--- src/rtl/spu_reverb_out_mix.sv ---
// SPU reverb output mixer: scales captured Lout/Rout by the output volumes, adds the dry sums
// and queues stereo frames in a FWFT FIFO. Define SPU_REVERB_OUT_CLAMP_EN to saturate instead of wrap.
module spu_reverb_out_mix #(
  parameter int FIFO_DEPTH = 4
) (
  input  logic                            i_clk,
  input  logic                            i_rst,
  input  logic                            i_reverbValid,
  input  logic                            i_side22Khz,
  input  logic signed [15:0]              i_reverbSample,
  input  logic                            i_ctrlSendOut,
  input  logic                            i_reverbOutEnable,
  input  logic signed [15:0]              i_vLOUT,
  input  logic signed [15:0]              i_vROUT,
  input  logic signed [15:0]              i_dryL,
  input  logic signed [15:0]              i_dryR,
  output logic signed [15:0]              o_sampleL,
  output logic signed [15:0]              o_sampleR,
  output logic                            o_sampleValid,
  input  logic                            i_sampleReady,
  output logic [$clog2(FIFO_DEPTH):0]     o_level,
  output logic                            o_busy,
  output logic                            o_overflow,
  input  logic                            i_clrOverflow
);

  localparam int AW = $clog2(FIFO_DEPTH);

  typedef enum logic [1:0] {IDLE, LEFT, RIGHT, PUSH} state_t;

  state_t             state_q;
  logic signed [15:0] capL_q, capR_q;
  logic signed [15:0] wCapL_q, wCapR_q, wDryL_q, wDryR_q, wVolL_q, wVolR_q;
  logic               wEn_q;
  logic signed [15:0] outL_q, outR_q;
  logic               overflow_q, overflow_d;

  logic [31:0]        mem_q [FIFO_DEPTH];
  logic [AW-1:0]      wr_q, rd_q;
  logic [AW:0]        level_q, level_d;
  logic               full, pop, push_ok;

  logic signed [15:0] mulA, mulB, dry, wet, mix;
  logic signed [31:0] prod;
  logic signed [16:0] sum;
  logic               unused_prod;

  // Capture runs regardless of the FSM; the frame works from its own snapshot.
  always_ff @(posedge i_clk or posedge i_rst) begin
    if (i_rst) begin
      capL_q <= '0;
      capR_q <= '0;
    end else if (i_reverbValid) begin
      if (i_side22Khz) capR_q <= i_reverbSample;
      else             capL_q <= i_reverbSample;
    end
  end

`ifdef SPU_REVERB_OUT_CLAMP_EN
  function automatic logic signed [15:0] sat16(input logic signed [16:0] s);
    if (s > 17'sd32767)       return 16'sh7FFF;
    else if (s < -17'sd32768) return 16'sh8000;
    else                      return s[15:0];
  endfunction
`endif

  // One multiplier shared between the LEFT and RIGHT steps.
  always_comb begin
    mulA = (state_q == RIGHT) ? wCapR_q : wCapL_q;
    mulB = (state_q == RIGHT) ? wVolR_q : wVolL_q;
    dry  = (state_q == RIGHT) ? wDryR_q : wDryL_q;
    prod = mulA * mulB;
    wet  = wEn_q ? prod[30:15] : 16'sd0;
    sum  = 17'(dry) + 17'(wet);
`ifdef SPU_REVERB_OUT_CLAMP_EN
    mix  = sat16(sum);
`else
    mix  = sum[15:0];
`endif
  end

`ifdef SPU_REVERB_OUT_CLAMP_EN
  assign unused_prod = ^{prod[31], prod[14:0]};
`else
  assign unused_prod = ^{prod[31], prod[14:0], sum[16]};
`endif

  assign full    = (level_q == (AW+1)'(FIFO_DEPTH));
  assign pop     = (level_q != '0) && i_sampleReady;
  assign push_ok = (state_q == PUSH) && (!full || pop);

  always_comb begin
    overflow_d = overflow_q;
    if (i_clrOverflow) overflow_d = 1'b0;
    // A new drop always wins over a simultaneous clear.
    if ((i_ctrlSendOut && state_q != IDLE) || (state_q == PUSH && full && !pop))
      overflow_d = 1'b1;
    level_d = level_q;
    if (push_ok && !pop)      level_d = level_q + 1'b1;
    else if (!push_ok && pop) level_d = level_q - 1'b1;
  end

  always_ff @(posedge i_clk or posedge i_rst) begin
    if (i_rst) begin
      state_q    <= IDLE;
      wCapL_q    <= '0;
      wCapR_q    <= '0;
      wDryL_q    <= '0;
      wDryR_q    <= '0;
      wVolL_q    <= '0;
      wVolR_q    <= '0;
      wEn_q      <= 1'b0;
      outL_q     <= '0;
      outR_q     <= '0;
      overflow_q <= 1'b0;
    end else begin
      overflow_q <= overflow_d;
      case (state_q)
        IDLE: if (i_ctrlSendOut) begin
          state_q <= LEFT;
          wCapL_q <= capL_q;
          wCapR_q <= capR_q;
          wDryL_q <= i_dryL;
          wDryR_q <= i_dryR;
          wVolL_q <= i_vLOUT;
          wVolR_q <= i_vROUT;
          wEn_q   <= i_reverbOutEnable;
        end
        LEFT: begin
          outL_q  <= mix;
          state_q <= RIGHT;
        end
        RIGHT: begin
          outR_q  <= mix;
          state_q <= PUSH;
        end
        default: state_q <= IDLE;
      endcase
    end
  end

  // FIFO storage holds data only; the head is gated so an empty FIFO reads as zero.
  always_ff @(posedge i_clk) begin
    if (push_ok) mem_q[wr_q] <= {outL_q, outR_q};
  end

  always_ff @(posedge i_clk or posedge i_rst) begin
    if (i_rst) begin
      wr_q    <= '0;
      rd_q    <= '0;
      level_q <= '0;
    end else begin
      if (push_ok) wr_q <= wr_q + 1'b1;
      if (pop)     rd_q <= rd_q + 1'b1;
      level_q <= level_d;
    end
  end

  assign o_sampleValid = (level_q != '0);
  assign o_sampleL     = o_sampleValid ? mem_q[rd_q][31:16] : 16'sd0;
  assign o_sampleR     = o_sampleValid ? mem_q[rd_q][15:0]  : 16'sd0;
  assign o_level       = level_q;
  assign o_busy        = (state_q != IDLE);
  assign o_overflow    = overflow_q;

endmodule

--- config.mk ---
export PLATFORM = sky130hd
export DESIGN_NAME = spu_reverb_out_mix
export DESIGN_NICKNAME = d
export VERILOG_FILES = /design/src/rtl/spu_reverb_out_mix.sv
export SDC_FILE = /design/constraint.sdc
export NUM_CORES = 1
export LEC_CHECK = 0
export CORE_UTILIZATION = 52
export DETAILED_ROUTE_END_ITERATION = 10
export PLACE_DENSITY = 0.69
export SLEW_MARGIN = 20
export SYNTH_ARGS = -nofsm -noshare
export SYNTH_HDL_FRONTEND = slang
export SYNTH_SLANG_ARGS = --single-unit
--- constraint.sdc ---
create_clock -name i_clk -period 11.3 [get_ports i_clk]
set_input_delay 2.825 -clock i_clk [delete_from_list [all_inputs] [get_ports i_clk]]
set_output_delay 2.825 -clock i_clk [all_outputs]
set_load 0.005 [all_outputs]
# Yosys cells after proc, flatten, opt, wreduce, memory -nomap -nowiden

Memories as Yosys holds them, arrays and structs flattened.
Index checks and enable logic that the tools add are counted.

Word-level logic and storage cells: 63
Register bits after elaboration: 171
Output and inout bits: 38
Memory bits (writable): 128
Memories: 1

Reductions and logical operators: 20
Equality and inequality tests: 5
Mux-type cells: 14
Bitwise logic cells: 1
Multipliers: 1
Add/sub/neg operators: 5

Memory list:

| name  | depth | bits a word | rd ports | clocked after memory_dff | write ports | RTL line | text |
|---|---|---|---|---|---|---|---|
| mem_q | 4     | 32          | 1        | 0                        | 1           | 38       | `logic [31:0] mem_q [FIFO_DEPTH];` |

Operators by type and width:

| cell                                                                  | number |
|---|---|
| 16-bit 2-to-1 mux                                                     | 6 |
| 16-bit by 16-bit multiplier with 31-bit output                        | 1 |
| 16-bit adder                                                          | 1 |
| 1-bit logical AND                                                     | 7 |
| 3-bit 2-to-1 mux                                                      | 2 |
| 2-bit one-hot mux with 3 select lines                                 | 1 |
| 2-bit AND reduction                                                   | 3 |
| 2-bit nonzero test                                                    | 3 |
| 2-bit by 1-bit adder with 2-bit output, second input constant         | 2 |
| 2-bit equality test, second input constant                            | 2 |
| 1-bit 2-to-1 mux                                                      | 4 |
| 3-bit by 1-bit adder with 3-bit output, second input constant         | 1 |
| 3-bit equality test, second input constant                            | 1 |
| 1-bit zero test                                                       | 3 |
| 3-bit nonzero test                                                    | 1 |
| 3-bit by 1-bit subtractor with 3-bit output, second input constant    | 1 |
| 2-bit by 1-bit equality test with 1-bit output, second input constant | 1 |
| 2-bit zero test                                                       | 1 |
| 1-bit logical OR                                                      | 2 |
| 2-bit 2-to-1 mux                                                      | 1 |
| 2-bit inequality test, second input constant                          | 1 |
| 1-bit NOT                                                             | 1 |

# Depth between registers and ports, before layout

Gate-level depths: netlist (run 1).

Depth after elaboration: 8
Gate-level depth with buffers: 39

# Worst setup path after synthesis (run 1)

No wires, ideal clock.

Kind: reg2reg
From: register state_q[0]
To: register outL_q[15]
Data arrival time: 9.030 ns
Cell stages (with the launch flop): 37
Data required time: 11.175 ns
Setup time: 0.125 ns
Setup slack: 2.145 ns
Cells stage by stage: dfrtp_1 inv_1 ha_1 buf_6 buf_1 clkbuf_1 mux2i_1 nor2_1 fa_1 inv_1 fa_1 fa_1 inv_1 fa_1 fa_1 inv_1 fa_1 inv_1 ha_1 clkbuf_1 a21o_1 a21o_1 a21o_1 a221oi_2 nor2_1 a2111oi_2 xor2_1 nor2_1 ha_1 and3_2 o211ai_1 nand3_1 a21oi_2 o21bai_1 a21oi_2 xnor3_1 mux2_4

Cells in the longest elaborated chain, start to end: 5

RTL lines:

| what                                           | RTL line   | text |
|---|---|---|
| start: declaration                             | 31         | `state_t state_q;` |
| start signal: assignment                       | 105        | `state_q <= IDLE;` |
| start signal: assignment                       | 120        | `state_q <= LEFT;` |
| start signal: assignment                       | 131        | `state_q <= RIGHT;` |
| 2-bit equality test                            | 69, 70, 71 |  |
| 16-bit 2-to-1 mux, on equally long branches    | 69, 70     |  |
| 16-bit by 16-bit multiplier with 31-bit output | 72         | `prod = mulA * mulB;` |
| 16-bit 2-to-1 mux                              | 73         | `wet = wEn_q ? prod[30:15] : 16'sd0;` |
| 16-bit adder                                   | 74         | `sum = 17'(dry) + 17'(wet);` |
| end signal: assignment                         | 130        | `outL_q <= mix;` |
| end: declaration                               | 35         | `logic signed [15:0] outL_q, outR_q;` |

Several ways; a longest one is shown, not always the timed one.
A chain may end at the register's enable or synchronous reset.

# Worst setup path in the final report (run 1)

Ends and elaborated chain as after synthesis.

==> results of run 1 <==
==> final timing paths <==
check,end,slack (ns),startpoint,cells after the start
min,wCapL_q[0],0.50,wCapL_q[0],1
min reg2reg,wCapL_q[0],0.50,wCapL_q[0],1
max in group asynchronous,wVolL_q[9],6.93,i_rst,3
max,outL_q[15],1.51,state_q[0],32
min in group asynchronous,wCapL_q[14],2.82,i_rst,2
max reg2reg,outL_q[15],1.51,state_q[0],32
==> routing by layer <==
layer | GRT usage (%) | vias up | share of wire, %
li1 | - | 6119 | -
met1 | 32.4 | 6998 | 40
met2 | 44.7 | 415 | 50
met3 | 3.98 | 106 | 5.7
met4 | 9.98 | 0 | 4.4
met5 | 0 | - | 0
==> area by class of cell <==
cell class | count | area, um^2
Sequential cell | 299 | 8130
Multi-Input combinational cell | 1144 | 12400
Clock inverter | 10 | 120
Fill cell | 3299 | 16300
Inverter | 304 | 1150
Timing Repair Buffer | 158 | 1500
Tap cell | 532 | 666
Clock buffer | 46 | 902
==> worst max-delay path: cells and delay by family, from the launching register on <==
family	cells	cell delay (ns)
xor+xnor	2	0.61
buf+inv	4	0.31
flops	1	0.42
simple gates	4	0.54
mux	2	1.12
compound gates	11	2.27
fa+ha+maj	9	4.37
==> cells in the mapped netlist (all sizes together) (2+ instances only) <==
| cell | n | area (um^2) |
|---|---|---|
| and2 | 36 | 225 |
| o21a | 3 | 22.5 |
| inv | 304 | 1140 |
| nor3 | 7 | 35.0 |
| fa | 257 | 5140 |
| mux2 | 194 | 2190 |
| nand2 | 150 | 563 |
| o21ai | 14 | 70.1 |
| nand2b | 6 | 37.5 |
| nor4b | 2 | 17.5 |
| nor2 | 146 | 548 |
| mux4 | 32 | 721 |
| nor2b | 8 | 50.1 |
| mux2i | 31 | 327 |
| o22ai | 2 | 12.5 |
| o31ai | 4 | 30.0 |
| edfxtp | 128 | 3840 |
| nor3b | 2 | 15.0 |
| or2 | 7 | 43.8 |
| clkbuf | 40 | 150 |
| a221o | 2 | 20.0 |
| and3 | 5 | 40.0 |
| and4 | 2 | 17.5 |
| o21bai | 4 | 30.0 |
| a211oi | 3 | 27.5 |
| xor2 | 12 | 105 |
| buf | 18 | 77.6 |
| a32o | 2 | 21.3 |
| or3 | 4 | 25.0 |
| a21oi | 30 | 161 |
| xnor2 | 27 | 236 |
| o211ai | 5 | 37.5 |
| o221ai | 3 | 26.3 |
| a21o | 9 | 68.8 |
| a21boi | 2 | 15.0 |
| dfrtp | 171 | 4280 |
| nand3 | 14 | 70.1 |
| xnor3 | 2 | 45.0 |
| a31o | 2 | 17.5 |
| ha | 101 | 1260 |
| nand4 | 6 | 37.5 |
==> layout by cell type, fill, tap and decap left out, drive strengths merged, types with 3 or more instances in the layout <==
| cell type | count |
|---|---|
| a211oi | 3 |
| a21o | 9 |
| a21oi | 30 |
| and2 | 36 |
| and3 | 5 |
| buf | 33 |
| clkbuf | 46 |
| clkdlybuf4s50 | 125 |
| clkinv | 5 |
| dfrtp | 171 |
| edfxtp | 128 |
| fa | 257 |
| ha | 101 |
| inv | 306 |
| mux2 | 194 |
| mux2i | 31 |
| mux4 | 32 |
| nand2 | 150 |
| nand2b | 6 |
| nand3 | 14 |
| nand4 | 6 |
| nor2 | 146 |
| nor2b | 8 |
| nor3 | 7 |
| o211ai | 5 |
| o21a | 3 |
| o21ai | 14 |
| o21bai | 4 |
| o221ai | 3 |
| o31ai | 4 |
| or2 | 7 |
| or3 | 4 |
| xnor2 | 27 |
| xor2 | 12 |
==> through the flow <==
step,setup WS (ns),cells,utilization (%)
finish,1.51,2493,60.4
global route,0.907,2493,60.4
CTS,1.57,2493,60.4
detailed placement,1.56,2437,57.9
global placement,1.78,2437,57.9
floorplan,2.14,1805,-
==> cell families (layout without fill, tap and decap cells) <==
family | after synthesis | in the layout | share of synthesized area [%]
multiplexers | 257 | 257 | 14.8
AO/OA/AOI/OAI | 92 | 92 | 2.94
AND/OR/NAND/NOR | 396 | 396 | 7.93
buffers and inverters | 362 | 518 | 6.25
adder cells (fa/ha/maj) | 358 | 358 | 29.3
flip-flops | 299 | 299 | 37.1
XOR/XNOR | 41 | 41 | 1.77
==> impl_metrics.json, run 1 <==
{
  "post_drt_via_cell_ratio": 5.47,
  "tightestPinTransition_ns": 0.937,
  "max_slew_margin_pct": 35.8,
  "grt_setup_unrepaired": "no",
  "maxSlewViolCount": 0,
  "initial_core_util_pct": 53.2,
  "design_area_mm2": 0.0249,
  "synth.cell_area_mm2": 0.0219,
  "critical_path.max_fanout": 50,
  "finalClockSkew_ns": 0.0312,
  "die_x_um": 207,
  "io_buffers": 125,
  "cell_type_of_the_slowest_stage_on_the_worst_timing_path": "mux2i_1",
  "hold-worst-slack_ns": 0.497,
  "design.core.area_mm2": 0.0412,
  "post-dp-hpwl_um": 39900,
  "layout_worst_path_cycle_share_pct": 86.6,
  "timing.hold.worst.class": "reg2reg",
  "max_cap_violations": 0,
  "num_io_pins": 126,
  "drt_drc_violations_left": 0,
  "outcome": "finished, final reports clean",
  "cts_repair_resize_count": 0,
  "grt_use_total_pct": 25.7,
  "flip_flop_and_latch_count_after_synthesis": 299,
  "synth-seq-area-share_pct": 37.1,
  "insertion_delay_ns": 0.60,
  "post_cts_buffers": 0,
  "clk_root_buffer_cell": "clkbuf_16",
  "routabilityCongestion": 0.922,
  "largest-register": "mem_q",
  "endpoint_kind": "flop",
  "cts-buffers-inserted": 31,
  "synth_ff_type": "dfrtp_1",
  "ys.warnings.count": 0,
  "cts_tree": "done",
  "h-tree-depth": 1,
  "first_global_vias": 15208,
  "average_wire_per_cell_in_the_routed_design_um": 21.1,
  "largest_register_ffs": 128,
  "wirelength_um": 52500,
  "postPlaceCellArea_mm2": 0.0239,
  "netlist_instances": 1805,
  "syn_nets": 2251,
  "total_number_of_nets_in_the_final_design": 2384,
  "initial_antenna_violation_count": 0,
  "syn_area_per_cell_um2": 12.1,
  "post_cts_hold_buffer_count": 0,
  "synth_enable_flop_cells": 128,
  "die_area_mm2": 0.0429,
  "min_period_ns": 9.79,
  "drt-pass1-iter-count": 5,
  "totalNegativeSetupSlack_ns": 0,
  "cts_buffer_depth": 3,
  "synth-async-reset-ratio_pct": 57.2,
  "crit_path_start_kind": "flop",
  "vias_after_detailed_routing": 13638,
  "critical_path.max_stage_delay_ns": 0.86,
  "dieHeight_um": 207,
  "first_iter_violations": 730,
  "ys_types": 62,
  "cts.sinks": 299,
  "timing.critical_path.mode_cell": "fa_1",
  "drt.antenna.violating_nets": 0,
  "grt_start_max_net_pins": 103,
  "grt_first_pass_wirelength_um": 84600,
  "crit_arrival_ns": 10.28,
  "diodes": 0,
  "worst-endpoint-required_ns": 11.79,
  "maximum_operating_frequency_ghz": 0.102,
  "drive_above_1_share_pct": 17.1,
  "clk_pin_slew_worst_paths_ns": 0.06,
  "floorplan.rows": 74,
  "setup_viol": 0,
  "report.final.hold_viol_count": 0,
  "path_type_of_the_worst_setup_path": "reg2reg",
  "gr-total-overflow": 0,
  "area.growth.synth_to_final_pct": 13.6
}
Power of run 1 is left out: the tool's default activity adds up to more than one toggle a clock period on the data nets, which glitch-free logic cannot reach.
==> run 2, diff against run 1 <==
Settings changed: ABC_CLOCK_PERIOD_IN_PS set to 11300.
==> results of run 2 <==
Same layout as run 1: the final DEF is identical, and so are final timing and power.
Power of run 2 is left out for the same reason.
